File: config.mk
export PLATFORM = sky130hd
export DESIGN_NAME = csr_block
export DESIGN_NICKNAME = d
export VERILOG_FILES = /design/src/rtl/csr_block.sv
export SDC_FILE = /design/constraint.sdc
export NUM_CORES = 1
export LEC_CHECK = 0
export ABC_AREA = 1
export CORE_ASPECT_RATIO = 0.9
export CORE_UTILIZATION = 64
export CTS_CLUSTER_DIAMETER = 150
export CTS_CLUSTER_SIZE = 25
export DETAILED_ROUTE_END_ITERATION = 10
export DONT_BUFFER_PORTS = 1
export MAX_ROUTING_LAYER = met4
export PLACE_DENSITY = 0.8
export SETUP_SLACK_MARGIN = 0.4
export SLEW_MARGIN = 30
export SYNTH_ARGS = -nofsm -noshare
export SYNTH_HDL_FRONTEND = slang
export SYNTH_SLANG_ARGS = --single-unit
File: constraint.sdc
create_clock -name clk -period 4.28 [get_ports clk]
set_input_delay 0.856 -clock clk [delete_from_list [all_inputs] [get_ports clk]]
set_output_delay 0.856 -clock clk [all_outputs]
set_load 0.01 [all_outputs]
File: src/rtl/csr_block.sv
// -----------------------------------------------------------------------------
// csr_block -- APB control/status register block
//
// Purpose: a small APB3 slave holding a control register, a live status view,
// a sticky W1C interrupt status with enables, a scratch register and an event
// counter. The access phase is stretched by WAIT_STATES cycles before pready.
//
// Ports:
//   clk, rst                 clock (rising edge) and asynchronous active-high reset
//   psel, penable, pwrite    APB control
//   paddr[7:0], pwdata[31:0] APB byte address and write data
//   prdata[31:0]             read data (zero unless a good read completes)
//   pready, pslverr          transfer done / error (misaligned or unmapped)
//   status_in[31:0]          live status, visible at 0x04
//   event_in[7:0]            single-cycle event pulses, one per bit
//   ctrl_out[31:0]           current CTRL value
//   irq                      registered |(INT_STAT & INT_EN)
//
// Map: 0x00 CTRL RW, 0x04 STATUS RO, 0x08 INT_STAT W1C [7:0],
//      0x0C INT_EN RW [7:0], 0x10 SCRATCH RW, 0x14 COUNT RO
// -----------------------------------------------------------------------------
module csr_block #(
   parameter int unsigned WAIT_STATES = 1,
   parameter logic [31:0] SCRATCH_RST = 32'hDEAD_BEEF
) (
   input  logic        clk,
   input  logic        rst,
   input  logic        psel,
   input  logic        penable,
   input  logic        pwrite,
   input  logic [7:0]  paddr,
   input  logic [31:0] pwdata,
   output logic [31:0] prdata,
   output logic        pready,
   output logic        pslverr,
   input  logic [31:0] status_in,
   input  logic [7:0]  event_in,
   output logic [31:0] ctrl_out,
   output logic        irq
);

   typedef enum logic {
      IDLE   = 1'b0,
      ACCESS = 1'b1
   } state_t;

   localparam logic [2:0] WAIT_CNT = 3'(WAIT_STATES);

   state_t      state_q, state_d;
   logic [2:0]  cnt_q, cnt_d;

   logic [31:0] ctrl_q, ctrl_d;
   logic [7:0]  int_stat_q, int_stat_d;
   logic [7:0]  int_en_q, int_en_d;
   logic [31:0] scratch_q, scratch_d;
   logic [31:0] count_q, count_d;
   logic        irq_q, irq_d;

   logic        addr_ok;
   logic        wr_en;
   logic        w1c_en;
   logic [31:0] rdata;
   logic [3:0]  ev_cnt;

   // ---------------------------------------------------------------- FSM ----
   always_comb begin
      state_d = state_q;
      cnt_d   = cnt_q;
      case (state_q)
         IDLE: begin
            if (psel && !penable) begin
               state_d = ACCESS;
               cnt_d   = '0;
            end
         end
         ACCESS: begin
            // Dropping psel abandons the transfer; nothing is committed.
            if (!psel || pready) begin
               state_d = IDLE;
               cnt_d   = '0;
            end else if (cnt_q != WAIT_CNT) begin
               cnt_d = cnt_q + 3'd1;
            end
         end
         default: begin
            state_d = IDLE;
            cnt_d   = '0;
         end
      endcase
   end

   assign pready = (state_q == ACCESS) && psel && penable && (cnt_q == WAIT_CNT);

   // ------------------------------------------------------------- decode ----
   assign addr_ok = (paddr[1:0] == 2'b00) && (paddr <= 8'h14);
   assign pslverr = pready && !addr_ok;
   assign wr_en   = pready && pwrite && addr_ok;
   assign w1c_en  = wr_en && (paddr == 8'h08);

   always_comb begin
      rdata = '0;
      case (paddr)
         8'h00:   rdata = ctrl_q;
         8'h04:   rdata = status_in;
         8'h08:   rdata = {24'h0, int_stat_q};
         8'h0C:   rdata = {24'h0, int_en_q};
         8'h10:   rdata = scratch_q;
         8'h14:   rdata = count_q;
         default: rdata = '0;
      endcase
   end

   assign prdata = (pready && !pwrite && addr_ok) ? rdata : '0;

   // ---------------------------------------------------------- registers ----
   assign ctrl_d    = (wr_en && paddr == 8'h00) ? pwdata       : ctrl_q;
   assign int_en_d  = (wr_en && paddr == 8'h0C) ? pwdata[7:0]  : int_en_q;
   assign scratch_d = (wr_en && paddr == 8'h10) ? pwdata       : scratch_q;

   // A new event on a bit wins over a simultaneous W1C of the same bit.
   for (genvar gi = 0; gi < 8; gi++) begin : g_int_stat
      assign int_stat_d[gi] = event_in[gi] | (int_stat_q[gi] & ~(w1c_en & pwdata[gi]));
   end

   always_comb begin
      ev_cnt = '0;
      for (int i = 0; i < 8; i++) begin
         ev_cnt = ev_cnt + {3'b000, event_in[i]};
      end
   end

   // Natural 32-bit wrap of the adder gives the modulo behaviour.
   assign count_d = ctrl_q[0] ? (count_q + {28'h0, ev_cnt}) : count_q;

   assign irq_d = |(int_stat_q & int_en_q);

   always_ff @(posedge clk or posedge rst) begin
      if (rst) begin
         state_q    <= IDLE;
         cnt_q      <= '0;
         ctrl_q     <= '0;
         int_stat_q <= '0;
         int_en_q   <= '0;
         scratch_q  <= SCRATCH_RST;
         count_q    <= '0;
         irq_q      <= 1'b0;
      end else begin
         state_q    <= state_d;
         cnt_q      <= cnt_d;
         ctrl_q     <= ctrl_d;
         int_stat_q <= int_stat_d;
         int_en_q   <= int_en_d;
         scratch_q  <= scratch_d;
         count_q    <= count_d;
         irq_q      <= irq_d;
      end
   end

   assign ctrl_out = ctrl_q;
   assign irq      = irq_q;

endmodule

==> flow_metrics.tcl, run 1 <==
set metrics [dict create \
    synth_seq_cells 117 \
    syn_area_per_cell_um2 7.51 \
    routed_wl_um 18300 \
    cts_resized 0 \
    insertion_delay_ns 0.42 \
    synth_nets 986 \
    dieWidth_um 110 \
    antenna_found_initial 0 \
    cpLargestDelayFamily "simple AND/OR/NAND/NOR gates" \
    switching_share 0.254 \
    status "finished clean" \
    drive_gt1_frac 0.119 \
    h-tree-depth 4 \
    io_pins 152 \
    dr.pass1.iters 6 \
    synth_top_area_share 0.349 \
    met2WireLength_um 8210 \
    power_leakage_nw 3.46 \
    synth_top_area_cell "dfrtp_1" \
    viasPerCell 5.85 \
    die_area_mm2 0.0108 \
    clock_path_buffers 2 \
    period_needed_ns 3.56 \
    cp_cell_sequence "nor2_1 > nand2_1 > nor2_1 > buf_4 > inv_1 > o21ai_0 > nor2_1 > nor2_1" \
    worst_pin_slew_ns 0.803 \
    seq_area_frac_synth 0.443 \
    cp_num_buf_inv 2 \
    yosysWarnings 0 \
    setup_viol 0 \
    post-cts-setup-buffers 0 \
    power_frac_comb 0.056 \
    rsz0062_at_grt "false" \
    p_int_mw 1.91 \
    cts_sinks 117 \
    ys_top_cells_by_count "nand2_1 (331), dfrtp_1 (93), inv_1 (92), nor2_1 (80), o21ai_1 (47)" \
    finalSetupTns_ns 0 \
    grt_pass1_vias 5653 \
    routed-wl-met3_um 1950 \
    synth_edf_count 0 \
    drt_iter0_drc 666 \
    drc 0 \
    ys_top_cells_by_area "dfrtp_1 (35%), nand2_1 (19%), dfstp_2 (9.5%)" \
    max_freq_ghz 0.281 \
    cpPeakStageDelay_ns 0.38 \
    fin_nets 982 \
    cp_slowest_cell "o21ai_0" \
    hold_viol_final 0 \
    worstHoldPathType "input port to asynchronous set/reset pin" \
    start_kind "input port" \
    num_antenna_cells 0 \
    crit_type "input port to output pin" \
    p_sw_mw 0.652 \
    synth_cells 889 \
    clkTransAtPathRegs_ns 0.06 \
    grt_pass1_wl_um 29300 \
    powerDensity_mw_per_mm2 355 \
    routabilityCongestion 0.955 \
    area_delta_synth_final_pct 8.16 \
    ff2ff_setup_slack_ns 1.28 \
    cp_max_fo 20 \
    synth_flop_cell "dfrtp_1" \
    slew_headroom 0.464 \
    start_util 0.673 \
    synth_cell_type_count 35 \
    grt_overflow 0 \
    vias 5990 \
    finalCritPeriodShare 0.832 \
    whs_ns 0.449 \
    pwr-share-seq 0.438 \
    wire_per_inst_um 17.9 \
    crit_top_cell "nor2_1" \
    row_count 34 \
    cts_buffers 17 \
    grt_usage 0.372 \
    cts_root_buf "clkbuf_16" \
    syn_area_mm2 0.00667 \
    async_reset_ff_frac 1.00 \
    cts_hold_buf 0 \
    core_mm2 0.00991 \
    required_ns 3.42 \
    clock_power_share 0.506 \
    wl_met1_um 7890 \
    highest_layer "met4" \
    yosysMostFrequentCell "nand2_1" \
    placement.io_buffers 0 \
    cts_tree "done" \
    slew_violations 0 \
    ir_drop_mv 0.301 \
    ant_nets 0 \
    critPathArrivalTime_ns 2.70 \
    endpoint_kind "output pin" \
    hpwl_um 13100 \
    grt_max_degree 83 \
    maxCapViolCount 0 \
    finalClockSkew_ns 0.00824 \
    die_h_um 98.9 \
]
[worst register-to-register path: cells and delay by family, from the launching register on]
kind / cells / cell delay (ns)
fa+ha+maj: 3 / 1.14
buf+inv: 2 / 0.18
flops: 1 / 0.40
simple gates: 9 / 1.17
[metrics by stage]
step	power (mW)	area [µm²]	worst slack, ns	std cells	utilization
3_3_place_gp	1.27	6680	0.497	992	0.673
6_report	2.56	7220	0.719	1024	0.728
2_1_floorplan	1.24	6680	0.697	889	-
4_1_cts	2.57	7220	0.800	1024	0.728
5_1_grt	2.64	7220	0.512	1024	0.728
3_5_place_dp	1.28	6680	0.398	992	0.673
[state kept, by name (all words and copies together), names as in the netlist]
register,flops
ctrl_out,32
int_en_q,8
cnt_q,3
irq,1
int_stat_q,8
scratch_q,32
state_q,1
count_q,32
[metal layers]
layer	track usage	up-vias
met2	0.518	304
met3	0.0847	21
li1	-	2811
met1	0.544	2854
met4	0.108	0
met5	-	-
[layout by cell type, fill, tap and decap left out, types with 2 or more instances in the layout]
cell | Yosys | layout
o21ai_2 | 25 | 25
clkinv_2 | 0 | 4
nand3_1 | 32 | 32
inv_2 | 2 | 2
dfrtp_1 | 93 | 93
a21oi_1 | 24 | 24
dfstp_2 | 24 | 24
o21ai_0 | 24 | 24
clkbuf_16 | 0 | 17
nand4_1 | 24 | 24
clkinv_4 | 0 | 3
nor3_1 | 10 | 10
nor2_1 | 80 | 80
xnor2_1 | 3 | 3
fa_1 | 4 | 4
nor2_2 | 4 | 4
xor2_1 | 14 | 14
clkinvlp_4 | 0 | 5
nand2_1 | 331 | 331
inv_1 | 92 | 91
buf_4 | 1 | 9
nand3_4 | 3 | 3
inv_6 | 0 | 3
ha_1 | 8 | 8
o21ai_1 | 47 | 47
[cell type report]
type,count,area [µm²]
Multi-Input combinational cell,645,3120
Inverter,94,357
Tap cell,126,158
Clock inverter,14,103
Clock buffer,18,439
Fill cell,792,2700
Timing Repair Buffer,10,87.6
Sequential cell,117,2960
[kinds of logic after synthesis]
logic type	synth area share
flip-flops	0.443
AND/OR/NAND/NOR	0.310
AO/OA/AOI/OAI	0.108
XOR/XNOR	0.0223
buffers and inverters	0.0898
adder cells (fa/ha/maj)	0.0270
[power by group through the flow]
stage / registers (mW) / clock network (mW) / logic, mW
2_1_floorplan: 1.14 / 0 / 0.106
3_3_place_gp: 1.14 / 0 / 0.131
3_5_place_dp: 1.14 / 0 / 0.143
4_1_cts: 1.12 / 1.30 / 0.144
5_1_grt: 1.12 / 1.35 / 0.166
6_report: 1.12 / 1.30 / 0.144
[worst paths after layout]
kind / cells after the start / start / end
min in group clk: 2 / scratch_q[30] / scratch_q[30]
hold reg to reg: 2 / scratch_q[30] / scratch_q[30]
setup reg to reg: 14 / count_q[0] / count_q[30]
max in group asynchronous: 2 / rst / scratch_q[19]
setup / recovery: 8 / paddr[1] / prdata[13]
hold / removal: 1 / rst / int_stat_q[5]
No activity file was read; power rests on OpenSTA's default activity.
==> run 2, diff against run 1 <==
Clock period 4.28 ns to 3.57 ns, I/O delays scaled along.
==> flow_metrics.tcl, run 2 (synthesis gave the netlist of run 1 again) <==
set metrics [dict create \
    status "finished clean" \
    max_freq_ghz 0.321 \
    setup_viol 0 \
    finalCritPeriodShare 0.872 \
    area_delta_synth_final_pct 13.9 \
    drc 0 \
    vias 6192 \
    hpwl_um 13200 \
    cpLargestDelayFamily "adder cells" \
    die_h_um 98.9 \
    worstHoldPathType "input port to asynchronous set/reset pin" \
    maxCapViolCount 0 \
    hold_viol_final 0 \
    crit_type "input port to flip-flop" \
    clkTransAtPathRegs_ns 0.06 \
    slew_headroom 0.384 \
    drive_gt1_frac 0.156 \
    routed_wl_um 19500 \
    viasPerCell 5.96 \
    insertion_delay_ns 0.43 \
    start_util 0.673 \
    die_area_mm2 0.0108 \
    cts_hold_buf 0 \
    cts_root_buf "clkbuf_16" \
    h-tree-depth 4 \
    period_needed_ns 3.11 \
    io_pins 152 \
    dr.pass1.iters 5 \
    grt_usage 0.379 \
    worst_pin_slew_ns 0.921 \
    grt_pass1_wl_um 29700 \
    cp_cell_sequence "fa_1 > inv_1 > fa_1 > fa_1 > inv_2 > fa_2 > nand2_2 > nand2_2 > nand2_2 > nand2_4 > nand2_4 > nor2_4 > nand2_1 > xor2_1 > inv_1" \
    powerDensity_mw_per_mm2 449 \
    antenna_found_initial 1 \
    dp_slack_ns -0.0580 \
    fin_nets 996 \
    cts_tree "done" \
    wire_per_inst_um 18.8 \
    core_mm2 0.00991 \
    cp_slowest_cell "fa_1" \
    layout_common_cells "nand2_1 (322), dfrtp_1 (93), inv_1 (90)" \
    endpoint_kind "flip-flop" \
    ant_nets 0 \
    required_ns 3.88 \
    multi_input_area_mm2 0.00327 \
    register_area_mm2 0.00296 \
    layout_commonest_cell "nand2_1" \
    routabilityCongestion 0.957 \
    critPathArrivalTime_ns 3.43 \
    ir_drop_mv 0.404 \
    rsz0062_at_grt "true" \
    finalClockSkew_ns 0.00802 \
    placement.io_buffers 0 \
    row_count 34 \
    clock_path_buffers 2 \
    grt_overflow 0 \
    cts_sinks 117 \
    cp_num_buf_inv 3 \
    dp.cells 999 \
    cpPeakStageDelay_ns 0.52 \
    fin_util 0.767 \
    grt_pass1_vias 5819 \
    drt_iter0_drc 714 \
    nFillCells 729 \
    slew_violations 0 \
    start_kind "input port" \
    cp_max_fo 5 \
    worst_slack_ns 0.456 \
    grt_max_degree 65 \
    power_leakage_nw 3.62 \
    dieWidth_um 110 \
    stdcell_count 1039 \
    cts_buffers 17 \
]
-- run 2: cell types whose count changed in the layout (fill, tap and decap cells not counted), sizes merged --
cell,before,now
buf,10,23
clkinv,7,2
bufinv,0,4
clkbuf,18,19
clkinvlp,5,4
diode,0,1
inv,96,97
nand3,36,37
-- run 2: area by class of cell --
cell class	count	area share
Multi-Input combinational cell	646	0.430
Tap cell	126	0.0207
Clock buffer	19	0.0583
Inverter	94	0.0469
Timing Repair Buffer	23	0.0293
Antenna cell	1	0.000329
Clock inverter	13	0.0257
Sequential cell	117	0.389
-- run 2: worst reg2reg max path, stage by stage (launching register included) --
cell and delay [ns]:
dfrtp_1 0.39, inv_1 0.08, ha_1 0.15, nand2_1 0.10
nor3_4 0.37, inv_2 0.12, nor2_4 0.35, nand3_4 0.64
nand2_1 0.31, o21ai_1 0.10
-- run 2: worst paths after layout --
kind	start	end	slack (ns)	cells after the start
hold / removal	rst	int_stat_q[0]	0.23	1
setup / recovery	event_in[0]	count_q[11]	0.46	15
max in group asynchronous	rst	scratch_q[7]	2.48	2
setup reg to reg	cnt_q[1]	ctrl_out[15]	0.82	9
hold reg to reg	scratch_q[26]	scratch_q[26]	0.48	2
min in group clk	event_in[3]	int_stat_q[3]	0.39	2
-- run 2: metal layers --
layer | up-vias | GRT usage | share of wire
met1 | 2923 | 0.531 | 0.42
met3 | 53 | 0.0919 | 0.10
li1 | 2839 | - | -
met4 | 0 | 0.120 | 0.025
met2 | 377 | 0.542 | 0.46
met5 | - | - | 0
-- run 2: where the power goes --
part           switching (mW)  internal [mW]
registers             0.00794           1.34
logic                   0.137         0.0626
clock network           0.671           1.20
-- run 2: metrics by stage --
step	TNS (ns)	cell area [µm²]	power (mW)	hold WS, ns
after floorplan	0	6720	1.50	0.442
after global placement	0	6800	1.53	0.455
after global routing	0	7600	3.49	0.281
after CTS	0	7440	3.38	0.251
after detailed placement	-0.223	6800	1.54	0.464
final	0	7600	3.41	0.228
-- run 2: what timing repair did --
| action | in CTS | in global routing |
|---|---|---|
| buffers inserted | 0 | 6 |
| gates cloned | 0 | 1 |
| gates resized for setup | 1 | 19 |
| setup endpoints to repair | 3 | 53 |
| pin swaps | 0 | 5 |
